## src/rtl/pc_ctrl_pkg.sv

```systemverilog
// Shared types and constants for the program-counter fetch controller.
package pc_ctrl_pkg;

    typedef enum logic [2:0] {
        ST_IDLE   = 3'd0,
        ST_REQ    = 3'd1,
        ST_HOLD   = 3'd2,
        ST_DRAIN  = 3'd3,
        ST_HALTED = 3'd4
    } fetch_state_e;

    localparam logic [31:0] INSTR_BYTES          = 32'd4;
    localparam logic [31:0] DEFAULT_RESET_VECTOR = 32'h0000_0000;
    localparam logic [31:0] DEFAULT_TRAP_VECTOR  = 32'h0000_0080;

endpackage

```

## src/rtl/pc_next_sel.sv

```systemverilog
// Priority mux for the next PC: trap > misaligned redirect > redirect > pc+4 > hold.
module pc_next_sel
    import pc_ctrl_pkg::*;
#(
    parameter logic [31:0] TRAP_VECTOR = DEFAULT_TRAP_VECTOR
) (
    input  logic        trap,
    input  logic        redirect_valid,
    input  logic [31:0] redirect_target,
    input  logic [31:0] pc,
    input  logic        advance,
    input  logic        instr_valid,
    input  logic [31:0] instr_pc,
    output logic [31:0] pc_next,
    output logic        flush,
    output logic        epc_load,
    output logic [31:0] epc_value,
    output logic        misalign
);

    // Select the next PC and the side effects of the winning event
    always_comb begin
        pc_next   = pc;
        flush     = 1'b0;
        epc_load  = 1'b0;
        epc_value = pc;
        misalign  = 1'b0;
        if (trap) begin
            pc_next   = TRAP_VECTOR;
            flush     = 1'b1;
            epc_load  = 1'b1;
            epc_value = instr_valid ? instr_pc : pc;
        end else if (redirect_valid && (redirect_target[1:0] != 2'b00)) begin
            // A misaligned target is a trap that records the bad target
            pc_next   = TRAP_VECTOR;
            flush     = 1'b1;
            epc_load  = 1'b1;
            epc_value = redirect_target;
            misalign  = 1'b1;
        end else if (redirect_valid) begin
            pc_next   = redirect_target;
            flush     = 1'b1;
        end else if (advance) begin
            pc_next   = pc + INSTR_BYTES;
        end else begin
            pc_next   = pc;
        end
    end

endmodule

```

## src/rtl/pc_fetch_ctrl.sv

```systemverilog
// PC sequencer and instruction-fetch controller: imem req/ack on one side,
// decode valid/ready on the other, with redirect/trap/halt handling.
module pc_fetch_ctrl
    import pc_ctrl_pkg::*;
#(
    parameter logic [31:0] RESET_VECTOR = DEFAULT_RESET_VECTOR,
    parameter logic [31:0] TRAP_VECTOR  = DEFAULT_TRAP_VECTOR
) (
    input  logic        clk,
    input  logic        reset,
    output logic        imem_req,
    output logic [31:0] imem_addr,
    input  logic        imem_ack,
    input  logic [31:0] imem_rdata,
    output logic        instr_valid,
    output logic [31:0] instr,
    output logic [31:0] instr_pc,
    input  logic        instr_ready,
    input  logic        redirect_valid,
    input  logic [31:0] redirect_target,
    input  logic        trap,
    input  logic        halt,
    input  logic        resume,
    output logic [31:0] epc,
    output logic        misalign_err
);

    fetch_state_e state_r, state_nxt_s;
    logic [31:0]  pc_r, pc_nxt_s, epc_value_s;
    logic         advance_s, flush_s, epc_load_s, misalign_s;
    logic         imem_req_nxt_s, instr_valid_nxt_s;
    logic [31:0]  imem_addr_nxt_s, instr_nxt_s, instr_pc_nxt_s;

    assign advance_s = (state_r == ST_REQ) && imem_ack;

    pc_next_sel #(
        .TRAP_VECTOR (TRAP_VECTOR)
    ) u_pc_next_sel (
        .trap            (trap),
        .redirect_valid  (redirect_valid),
        .redirect_target (redirect_target),
        .pc              (pc_r),
        .advance         (advance_s),
        .instr_valid     (instr_valid),
        .instr_pc        (instr_pc),
        .pc_next         (pc_nxt_s),
        .flush           (flush_s),
        .epc_load        (epc_load_s),
        .epc_value       (epc_value_s),
        .misalign        (misalign_s)
    );

    // Next-state and next-output logic for the fetch FSM
    always_comb begin
        state_nxt_s       = state_r;
        imem_req_nxt_s    = imem_req;
        imem_addr_nxt_s   = imem_addr;
        instr_valid_nxt_s = instr_valid;
        instr_nxt_s       = instr;
        instr_pc_nxt_s    = instr_pc;
        case (state_r)
            ST_IDLE: begin
                if (flush_s || !halt) begin
                    state_nxt_s     = ST_REQ;
                    imem_req_nxt_s  = 1'b1;
                    imem_addr_nxt_s = pc_nxt_s;
                end else begin
                    state_nxt_s     = ST_HALTED;
                    imem_req_nxt_s  = 1'b0;
                end
            end
            ST_REQ: begin
                if (flush_s) begin
                    // Without an ack the request must finish untouched in DRAIN
                    if (imem_ack) begin
                        state_nxt_s     = ST_REQ;
                        imem_addr_nxt_s = pc_nxt_s;
                    end else begin
                        state_nxt_s     = ST_DRAIN;
                    end
                end else if (imem_ack) begin
                    state_nxt_s       = ST_HOLD;
                    imem_req_nxt_s    = 1'b0;
                    instr_valid_nxt_s = 1'b1;
                    instr_nxt_s       = imem_rdata;
                    instr_pc_nxt_s    = pc_r;
                end else begin
                    state_nxt_s       = ST_REQ;
                end
            end
            ST_HOLD: begin
                if (flush_s) begin
                    state_nxt_s       = ST_REQ;
                    instr_valid_nxt_s = 1'b0;
                    imem_req_nxt_s    = 1'b1;
                    imem_addr_nxt_s   = pc_nxt_s;
                end else if (instr_ready) begin
                    instr_valid_nxt_s = 1'b0;
                    if (halt) begin
                        state_nxt_s     = ST_HALTED;
                        imem_req_nxt_s  = 1'b0;
                    end else begin
                        state_nxt_s     = ST_REQ;
                        imem_req_nxt_s  = 1'b1;
                        imem_addr_nxt_s = pc_r;
                    end
                end else begin
                    state_nxt_s = ST_HOLD;
                end
            end
            ST_DRAIN: begin
                if (imem_ack) begin
                    state_nxt_s     = ST_REQ;
                    imem_addr_nxt_s = pc_nxt_s;
                end else begin
                    state_nxt_s     = ST_DRAIN;
                end
            end
            ST_HALTED: begin
                // Plain redirects only retarget the PC; trap-class events restart fetching
                if (epc_load_s || resume) begin
                    state_nxt_s     = ST_REQ;
                    imem_req_nxt_s  = 1'b1;
                    imem_addr_nxt_s = pc_nxt_s;
                end else begin
                    state_nxt_s     = ST_HALTED;
                end
            end
            default: begin
                state_nxt_s       = ST_IDLE;
                imem_req_nxt_s    = 1'b0;
                instr_valid_nxt_s = 1'b0;
            end
        endcase
    end

    // State, PC and registered output updates
    always_ff @(posedge clk or posedge reset) begin
        if (reset) begin
            state_r      <= ST_IDLE;
            pc_r         <= RESET_VECTOR;
            imem_req     <= 1'b0;
            imem_addr    <= RESET_VECTOR;
            instr_valid  <= 1'b0;
            instr        <= 32'h0000_0000;
            instr_pc     <= 32'h0000_0000;
            epc          <= 32'h0000_0000;
            misalign_err <= 1'b0;
        end else begin
            state_r      <= state_nxt_s;
            pc_r         <= pc_nxt_s;
            imem_req     <= imem_req_nxt_s;
            imem_addr    <= imem_addr_nxt_s;
            instr_valid  <= instr_valid_nxt_s;
            instr        <= instr_nxt_s;
            instr_pc     <= instr_pc_nxt_s;
            epc          <= epc_load_s ? epc_value_s : epc;
            misalign_err <= misalign_s;
        end
    end

endmodule
```

## config.mk

```make
export PLATFORM = sky130hd
export DESIGN_NAME = pc_fetch_ctrl
export DESIGN_NICKNAME = d
export VERILOG_FILES = /design/src/rtl/pc_ctrl_pkg.sv /design/src/rtl/pc_next_sel.sv /design/src/rtl/pc_fetch_ctrl.sv
export SDC_FILE = /design/constraint.sdc
export NUM_CORES = 1
export LEC_CHECK = 0
export CORE_MARGIN = 5
export CORE_UTILIZATION = 40
export DETAILED_ROUTE_END_ITERATION = 8
export MAX_ROUTING_LAYER = met4
export PLACE_DENSITY = 0.73
export SLEW_MARGIN = 15
export SYNTH_ARGS = -nofsm -noshare
export SYNTH_HDL_FRONTEND = slang
export SYNTH_SLANG_ARGS = --single-unit
```

## constraint.sdc

```tcl
create_clock -name clk -period 9.5 [get_ports clk]
set_input_delay 1.9 -clock clk [delete_from_list [all_inputs] [get_ports clk]]
set_output_delay 1.9 -clock clk [all_outputs]
set_load 0.05 [all_outputs]
```

==> metrics.md <==
| Metric | Value |
|---|---|
| Hold_ws | 0.475 ns |
| CP dominant cell by count | buf_4 |
| Post-DRT Antenna Nets | 0 |
| Worst Tran Pin Value | 1.02 ns |
| Pre-CTS setup slack | 3.82 ns |
| Setup WS post-layout | 4.25 ns |
| ANT cells | 0 |
| P&R area growth vs syn | 36.0% |
| CTS clk-pin slew, worst paths | 0.07 ns |
| Nets | 998 |
| EDFF count, synth | 0 |
| M1 GR Usage | 0.267 |
| Via Count | 6,378 |
| Avg Vias per Cell | 5.31 |
| GP Congestion | 0.873 |
| Unrepaired setup endpoints after global routing | false |
| Fin area | 0.0108 mm^2 |
| CTS Buf Count | 17 |
| CP endpoint kind | flip-flop |
| M2 GR Usage | 0.318 |
| Io pins | 203 |
| Total Routing Usage GR | 0.206 |
| Final Core Density | 0.554 |
| Final period util | 0.552 |
| Die ar. | 0.0227 mm^2 |
| Clock skew | 0.00770 ns |
| Dpl cell area | 0.0102 mm^2 |
| Slew Limit Fails | 0 |
| Worst hold path class | flip-flop to flip-flop |
| Root buf cell | clkbuf_16 |
| Status | finished clean |
| CTS tree | done |
| # resized after CTS | 0 |
| Syn Inst Count | 741 |
| VDD IR-drop max | 0.155 mV |
| H-tree Lvls | 4 |
| Core Area | 0.0195 mm^2 |
| Synth Flop Type | dfrtp_1 |
| Die W | 151 um |
| Cell Rows | 51 |
| Setup-failing EPs final | 0 |
| Syn Nets | 816 |
| Leakage | 0.00450 uW |
| YS warnings | 0 |
| Post-layout minimum cycle time | 5.25 ns |
| Dpl hpwl | 16,000 um |
| Gr busiest metal | met2 |
| Normalized max-slew margin | 0.316 |
| Synth Register Bits | 166 |
| Post-CTS Repair Setup Buffers | 0 |
| Critical path's largest stage delay | 0.74 ns |
| P per Cell Area | 239 mW/mm^2 |
| F_max | 0.191 GHz |
| FILL cells | 1,721 |
| Final hold vios | 0 |
| Post-Syn Area | 0.00792 mm^2 |
| DRT Pass-1 Iters | 5 |
| Grt ovf | 0 |
| Crit-path cells | clkdlybuf4s50_1 -> buf_4 -> or2_2 -> inv_2 -> ha_1 -> nor3b_2 -> buf_4 -> mux2_2 |
| Vias in the first global route | 6,375 |
| DRC | 0 |
| Max clock buf depth | 2 |
| CP Launch Type | input port |
| Worst EP arrival | 5.56 ns |
| Bufs and invs on worst path | 4 |
| CP max stage cell | nor3b_2 |
| DRT iter0 DRCs | 367 |
| Met3 usage | 0.0518 |
| DRT Wirelength | 22,400 um |
| Seq/Total Area, Yosys | 0.524 |
| Initial core utilization | 0.407 |
| Max-capacitance violation count | 0 |
| WS Path Type | input port to flip-flop |
| Port buffer count | 202 |
| CP max FO | 52 |
| Critical Path RT | 9.81 ns |
| Routed length per placed instance | 18.6 um |
| Crit path max-delay family | buffers and inverters |
| Initial antenna violation count | 0 |
| Die Y-Extent | 151 um |
| Setup TNS | 0 ns |
| Share of cells above drive strength 1 | 0.169 |
| Mean Syn Cell Area | 10.7 um^2 |
| Synth unique cells | 62 |
| Flop2flop setup slack | 6.55 ns |
| Worst-skew pair later-pin latency | 0.43 ns |
| Clock Sink Count | 166 |
| Asr flop ratio synth | 1.00 |
| Cts hold-fix bufs | 0 |
| Largest net degree at the start of global routing | 94 |
| First-pass GRT wire length | 35,200 um |
## cell usage in the layout (no fill, tap or decap), types with 10 or more instances in the layout
cell             count
mux2_2              88
mux2i_1             34
clkdlybuf4s50_1    202
nand3_1             16
buf_4               10
nand2_1             82
nor3_1              11
dfrtp_1            165
nor4_1              10
nor2_1              57
a21oi_1             54
o21ai_0             46
clkbuf_16           17
## worst min-delay path, delay by kind of cell, from the launching register on
kind,cells,cell delay [ns]
and+or+nand+nor,1,0.04
AOI/OAI and AO/OA,1,0.06
DFF,1,0.34
## power by group
part | switching (uW) | internal [uW]
registers | 82.1 | 825
clock network | 294 | 406
logic | 614 | 348
total | 991 | 1580
## registers in the layout, indices dropped and copies added, names as in the netlist
signal,flops
epc,32
imem_addr,32
imem_req,1
instr,32
instr_pc,32
instr_valid,1
misalign_err,1
pc_r,32
state_r,3
## cell usage after synthesis (all sizes together) (4+ instances only)
library cell / number / area, um^2
nand3: 16 / 80.1
xor2: 5 / 43.8
o21ai: 47 / 235
a311oi: 4 / 41.3
inv: 12 / 45.0
clkbuf: 31 / 119
a21oi: 54 / 270
or2: 5 / 31.3
a31o: 5 / 43.8
nor4: 13 / 100
nand4: 10 / 68.8
nor3b: 6 / 45.0
nor2: 57 / 214
buf: 18 / 88.8
mux2: 88 / 991
o41ai: 4 / 35.0
o31a: 6 / 52.6
and3: 4 / 25.0
dfrtp: 166 / 4150
nor3: 11 / 55.1
nand2: 82 / 308
mux2i: 34 / 340
or3: 4 / 25.0
o31ai: 7 / 52.6
and2: 5 / 31.3
xnor2: 7 / 61.3
## logic make-up after synthesis
group | synth area share
AND/OR/NAND/NOR | 0.139
buffers and inverters | 0.0324
multiplexers | 0.168
XOR/XNOR | 0.0133
flip-flops | 0.524
adder cells (fa/ha/maj) | 0.00474
AO/OA/AOI/OAI | 0.118
## per-stage QoR
step,total power (uW),instances
floorplan,1540,741
global placement,1880,1169
detailed placement,1890,1169
CTS,2590,1201
global route,2680,1201
finish,2570,1201
## metal layers
metal,share of wire,wire length (um),vias to the layer above
li1,-,-,3024
met1,0.43,9640,3062
met2,0.47,10600,249
met3,0.072,1610,43
met4,0.023,507,0
met5,0,0,-
## worst paths after layout
path / startpoint / end / cells past startpoint
min reg2reg: epc[16]$_DFFE_PP0P_ / epc[16]$_DFFE_PP0P_ / 2
max: redirect_valid / instr_pc[10]$_DFFE_PP0P_ / 8
min: epc[16]$_DFFE_PP0P_ / epc[16]$_DFFE_PP0P_ / 2
max in group asynchronous: reset / instr_valid$_DFFE_PP0P_ / 3
max reg2reg: state_r[0]$_DFF_PP0_ / instr_pc[10]$_DFFE_PP0P_ / 4
min in group asynchronous: reset / instr[18]$_DFFE_PP0P_ / 2
## final cells by class
| cell class | count | area, um^2 | share of cell area |
|---|---|---|---|
| clock inverters | 12 | 143 | 0.0132 |
| flip-flops and latches | 166 | 4160 | 0.386 |
| repair buffers | 212 | 2100 | 0.195 |
| multi-input cells | 513 | 3540 | 0.328 |
| well taps | 265 | 332 | 0.0308 |
| clock buffers | 20 | 457 | 0.0424 |
| inverters | 13 | 53.8 | 0.00499 |
(Power assumes the default switching activity.)
